[config.mk]
export PLATFORM = sky130hd
export DESIGN_NAME = fsm_while_ctrl_flat
export DESIGN_NICKNAME = d
export VERILOG_FILES = /design/src/rtl/fsm_while_if.sv /design/src/rtl/fsm_while_ctrl.sv /design/src/flat_wrapper.sv
export SDC_FILE = /design/constraint.sdc
export NUM_CORES = 1
export LEC_CHECK = 0
export BUFFER_PORTS_ARGS = -buffer_cell sky130_fd_sc_hd__buf_2
export CAP_MARGIN = 20
export CELL_PAD_IN_SITES_DETAIL_PLACEMENT = 0
export CELL_PAD_IN_SITES_GLOBAL_PLACEMENT = 2
export CORE_MARGIN = 5
export CORE_UTILIZATION = 25
export CTS_CLUSTER_DIAMETER = 50
export DETAILED_ROUTE_END_ITERATION = 10
export PLACE_DENSITY_LB_ADDON = 0.3
export SLEW_MARGIN = 20
export SYNTH_ARGS = -nofsm -noshare
export SYNTH_HDL_FRONTEND = slang
export SYNTH_SLANG_ARGS = --single-unit
export TNS_END_PERCENT = 1
[constraint.sdc]
create_clock -name clk -period 1.5 [get_ports clk]
set_clock_uncertainty 0.1 [all_clocks]
set_input_delay 0.075 -clock clk [delete_from_list [all_inputs] [get_ports clk]]
set_output_delay 0.075 -clock clk [all_outputs]
set_load 0.05 [all_outputs]
[src/rtl/fsm_while_if.sv]
// Handshake bundle between the while-loop controller, its parent and its
// condition/body child groups.
interface fsm_while_if;
    logic valid;
    logic ready;
    logic valid_cond;
    logic ready_cond;
    logic cond_in;
    logic valid_body;
    logic ready_body;

    // Controller side: answers the parent and enables the children.
    modport master (
        input  valid,
        output ready,
        output valid_cond,
        input  ready_cond,
        input  cond_in,
        output valid_body,
        input  ready_body
    );

    // Environment side: parent plus condition and body groups.
    modport slave (
        output valid,
        input  ready,
        input  valid_cond,
        output ready_cond,
        output cond_in,
        input  valid_body,
        output ready_body
    );
endinterface

[src/rtl/fsm_while_ctrl.sv]
// While-loop controller: alternates a condition group and a body group over
// valid/ready handshakes until the condition is 0 or MAX_ITER bodies have run.
module fsm_while_ctrl #(
    parameter int CNT_WIDTH = 8,
    parameter int MAX_ITER  = 0
) (
    input  logic                 clk,
    input  logic                 reset,
    fsm_while_if.master          bus,
    output logic [CNT_WIDTH-1:0] iter_count,
    output logic                 overflow
);

    typedef enum logic [1:0] {
        IDLE = 2'd0,
        COND = 2'd1,
        BODY = 2'd2,
        DONE = 2'd3
    } state_t;

    localparam logic [CNT_WIDTH-1:0] MAX_C = CNT_WIDTH'(MAX_ITER);

    if (MAX_ITER < 0 || (CNT_WIDTH < 31 && MAX_ITER >= (1 << CNT_WIDTH))) begin : g_bad_max_iter
        $error("fsm_while_ctrl: MAX_ITER must lie in [0, 2**CNT_WIDTH)");
    end

    state_t               state_q, state_d;
    logic [CNT_WIDTH-1:0] iter_q, iter_d;
    logic                 ovf_q, ovf_d;

    always_ff @(posedge clk or negedge reset) begin
        if (!reset) begin
            state_q <= IDLE;
            iter_q  <= '0;
            ovf_q   <= 1'b0;
        end else begin
            state_q <= state_d;
            iter_q  <= iter_d;
            ovf_q   <= ovf_d;
        end
    end

    always_comb begin
        state_d = state_q;
        iter_d  = iter_q;
        ovf_d   = ovf_q;
        case (state_q)
            IDLE: begin
                if (bus.valid) begin
                    state_d = COND;
                    iter_d  = '0;
                    ovf_d   = 1'b0;
                end
            end
            COND: begin
                if (bus.ready_cond) begin
                    if (!bus.cond_in) begin
                        state_d = DONE;
                    end else if ((MAX_ITER != 0) && (iter_q == MAX_C)) begin
                        state_d = DONE;
                        ovf_d   = 1'b1;
                    end else begin
                        state_d = BODY;
                    end
                end
            end
            BODY: begin
                // Counter wraps freely; only reachable when the loop is unbounded.
                if (bus.ready_body) begin
                    state_d = COND;
                    iter_d  = iter_q + 1'b1;
                end
            end
            DONE: begin
                if (!bus.valid) begin
                    state_d = IDLE;
                end
            end
            default: begin
                state_d = IDLE;
            end
        endcase
    end

    // Moore outputs: each enable is decoded from exactly one state.
    assign bus.valid_cond = (state_q == COND);
    assign bus.valid_body = (state_q == BODY);
    assign bus.ready      = (state_q == DONE);
    assign iter_count     = iter_q;
    assign overflow       = ovf_q;

endmodule

[src/flat_wrapper.sv]
// flat-port wrapper written by rule: the top's interface ports become plain ports
module fsm_while_ctrl_flat 
#(
    parameter int CNT_WIDTH = 8,
    parameter int MAX_ITER  = 0
)
  (clk, reset, iter_count, overflow, bus_valid, bus_ready, bus_valid_cond, bus_ready_cond, bus_cond_in, bus_valid_body, bus_ready_body);
  fsm_while_if bus_i ();
  input  logic clk;
  input  logic reset;
  output logic [CNT_WIDTH-1:0] iter_count;
  output logic overflow;
  input wire logic [$bits(bus_i.valid)-1:0] bus_valid;
  output wire logic [$bits(bus_i.ready)-1:0] bus_ready;
  output wire logic [$bits(bus_i.valid_cond)-1:0] bus_valid_cond;
  input wire logic [$bits(bus_i.ready_cond)-1:0] bus_ready_cond;
  input wire logic [$bits(bus_i.cond_in)-1:0] bus_cond_in;
  output wire logic [$bits(bus_i.valid_body)-1:0] bus_valid_body;
  input wire logic [$bits(bus_i.ready_body)-1:0] bus_ready_body;
  assign bus_i.valid = bus_valid;
  assign bus_ready = bus_i.ready;
  assign bus_valid_cond = bus_i.valid_cond;
  assign bus_i.ready_cond = bus_ready_cond;
  assign bus_i.cond_in = bus_cond_in;
  assign bus_valid_body = bus_i.valid_body;
  assign bus_i.ready_body = bus_ready_body;
  fsm_while_ctrl #(.CNT_WIDTH(CNT_WIDTH), .MAX_ITER(MAX_ITER)) u_core (.clk(clk), .reset(reset), .bus(bus_i), .iter_count(iter_count), .overflow(overflow));
endmodule
==> flow_summary.yaml <==
synth:
  synth_mux_area_frac: 0.08386
  synth_simple_gate_area_frac: 0.2830
  synthAdderAreaFrac: 0.02096
  synth-xor-area-share: 0
  syn_area_um2: 596.8
  yosys_warnings: 0
  synthCells: 64
  synth_compound_area_frac: 0.1174
  avgSynthCellArea_um2: 9.325
  synth_cell_types: 24
  ys_seq_area_frac: 0.4193
  synth.ff_latch_count: 10
  syn_nets: 71
  synth_top_family_by_area: "simple AND/OR/NAND/NOR gates"
layout:
  stdcell_count: 111
  fin_util: 0.3413
  n_antenna_cell: 0
  multi_input_area_um2: 322.8
  layout-drive-gt1-share: 0.3373
  synthToLayoutAreaGrowth_pct: 28.93
  design_area_um2: 769.5
  nets: 91
  fillers: 256
  regArea_um2: 250.2
critical_path:
  reg2reg_slack_ps: 40
  critPathKind: "reg -> reg"
  path_cells: "mux2i_4 > nor4_1 > mux2i_1"
  endpoint_kind: "flip-flop"
  cp-start-kind: "flip-flop"
  reg2reg_from: "u_core.state_q[1]"
  slowest_delay_ps: 420
  reg2reg_to: "u_core.iter_count[6]"
  r2r_cells: 3
  crit_slowest_cell: "dfrtp_1"
  required_ps: 1590
  cp.arrival_ps: 1550
  crit_fanout: 9
pwr:
  total_power_mw: 1.311
  leakage_nw: 0.3589
  ir_drop_mv: 0.7038
  powerDensity_nw_per_um2: 1704
sta:
  rsz0062_at_grt: "true"
  period_share: 0.9706
  layout_setup_ws_ps: 44.04
  layout_min_cycle_time_ps: 1456
  hold_slack_ps: 7.214
  setup_viol: 0
  slew_viol_final: 0
  final.setup.tns_ps: 0
  hold_viol: 0
  fmax_mhz: 686.8
status:
  status: "complete, no violations"
clock_network:
  cts.htree.levels: 1
  cts_root_buffer: "clkbuf_4"
  cts.path.max_buffers: 2
  cts_tree: "built"
  path_clk_slew_ps: 70
  cts_setup_buffers: 0
  cts_sinks: 10
  cts_inserted_buffers: 3
  clk-insertion-delay-late_ps: 260
global_route:
  grt_pass1_wl_um: 2001
  gr-total-overflow: 0
  grt_max_degree: 11
  first_global_vias: 449
  antenna_found_initial: 0
  grt_usage: 0.07803
placement:
  gp_congestion: 0.7106
  place_area_um2: 703.2
  dp_cells: 106
  dp_slack_ps: 19.27
  portBuffers: 16
  dpl.hpwl_um: 1014
die:
  initial_core_util: 0.2647
  die_h_um: 58.86
  io_pins: 18
  die_w_um: 58.86
  die_area_um2: 3465
  fp-row-count: 17
  core_um2: 2255
worst_hold_path:
  min_from: "bus_ready_body"
  hold_path_end: "u_core.iter_count[1]"
  hold_depth: 3
  worstHoldPathType: "in -> reg"
detailed_routing:
  antenna_left: 0
  viasPerCell: 4.748
  route.detailed.drc: 0
  first_pass_iters: 4
  wl_um: 1315
  drtIter0Drc: 8
  wl_per_cell_um: 11.85
  num_vias: 527
run:
  maxCapViolCount: 0
layout by cell type, fill, tap and decap left out, types with 2 or more instances in the layout:
cell / count
buf_2: 14
dfrtp_1: 10
o21ai_0: 7
nand2_1: 7
buf_4: 5
nand3_1: 4
nand2b_1: 4
mux2i_1: 4
clkbuf_4: 4
nor4_1: 3
and2b_1: 2
and2_1: 2
o31ai_1: 2
or4_1: 2
a21boi_1: 2
flip-flops by register name, indices dropped and copies added, names as in the netlist:
name and cells:
u_core.iter_count 8, u_core.state_q 2
final cells by class:
class | count | area share
multi-input cells | 48 | 0.4195
flip-flops and latches | 10 | 0.3252
repair buffers | 21 | 0.1626
clock buffers | 4 | 0.04715
well taps | 28 | 0.04553
report_power, final:
| group | leakage [nW] | internal [mW] | switching, mW |
|---|---|---|---|
| Sequential | 0.135 | 0.322 | 0.0563 |
| Combinational | 0.203 | 0.245 | 0.446 |
| Clock | 0.0210 | 0.147 | 0.0949 |
worst max-delay path by stage:
stage | from | endpoint | slack [ps] | cells after the start
after floorplan | u_core.iter_count[0] | u_core.iter_count[4] | -190 | 4
after global placement | u_core.state_q[1] | u_core.iter_count[3] | 20 | 3
after detailed placement | u_core.state_q[1] | u_core.iter_count[3] | 20 | 3
after CTS | u_core.state_q[1] | u_core.iter_count[3] | 40 | 3
after global routing | u_core.state_q[1] | u_core.iter_count[7] | -2 | 3
final | u_core.state_q[1] | u_core.iter_count[6] | 40 | 3
cell usage after synthesis:
master | n | area (µm²)
dfrtp_1 | 10 | 250.2
nand2_1 | 7 | 26.28
o21ai_0 | 7 | 35.03
mux2i_1 | 5 | 50.05
nand2b_1 | 4 | 25.02
nand3_1 | 4 | 20.02
clkbuf_1 | 3 | 11.26
nor4_1 | 3 | 18.77
and2_1 | 2 | 12.51
and2b_1 | 2 | 15.01
buf_6 | 2 | 22.52
o31ai_1 | 2 | 15.01
or4_1 | 2 | 15.01
a21boi_0 | 1 | 7.510
a21boi_1 | 1 | 7.510
a21oi_1 | 1 | 5.000
buf_4 | 1 | 7.510
conb_1 | 1 | 3.750
ha_1 | 1 | 12.51
nand4_1 | 1 | 6.260
nor2b_1 | 1 | 6.260
nor3b_1 | 1 | 7.510
or2b_1 | 1 | 7.510
or3b_2 | 1 | 8.760
per-layer routing:
layer	up-vias	GRT usage	part of all wire
li1	264	-	-
met1	250	0.1020	0.46
met2	11	0.1104	0.48
met3	2	0.03728	0.052
met4	0	0.02913	0.0091
met5	-	0	0
critical path: cells and delay by family, from the launching register on:
| kind | cells | cell delay (ps) |
|---|---|---|
| muxes | 2 | 460 |
| DFF | 1 | 420 |
| and+or+nand+nor | 1 | 400 |
timing repair:
item / 4_1_cts / 5_1_grt
hold buffers: 1 / 0
hold endpoints to repair: 10 / 0
pin swaps: 0 / 2
setup endpoints to repair: 1 / 3
gates resized for setup: 1 / 6
logic make-up after synthesis:
| kind of cell | after synthesis |
|---|---|
| buffers and inverters | 6 |
| other | 1 |
| adders and majority gates | 1 |
| DFF | 10 |
| AOI/OAI and AO/OA | 12 |
| muxes | 5 |
| and+or+nand+nor | 29 |
Power figures use the tool's default switching activity.
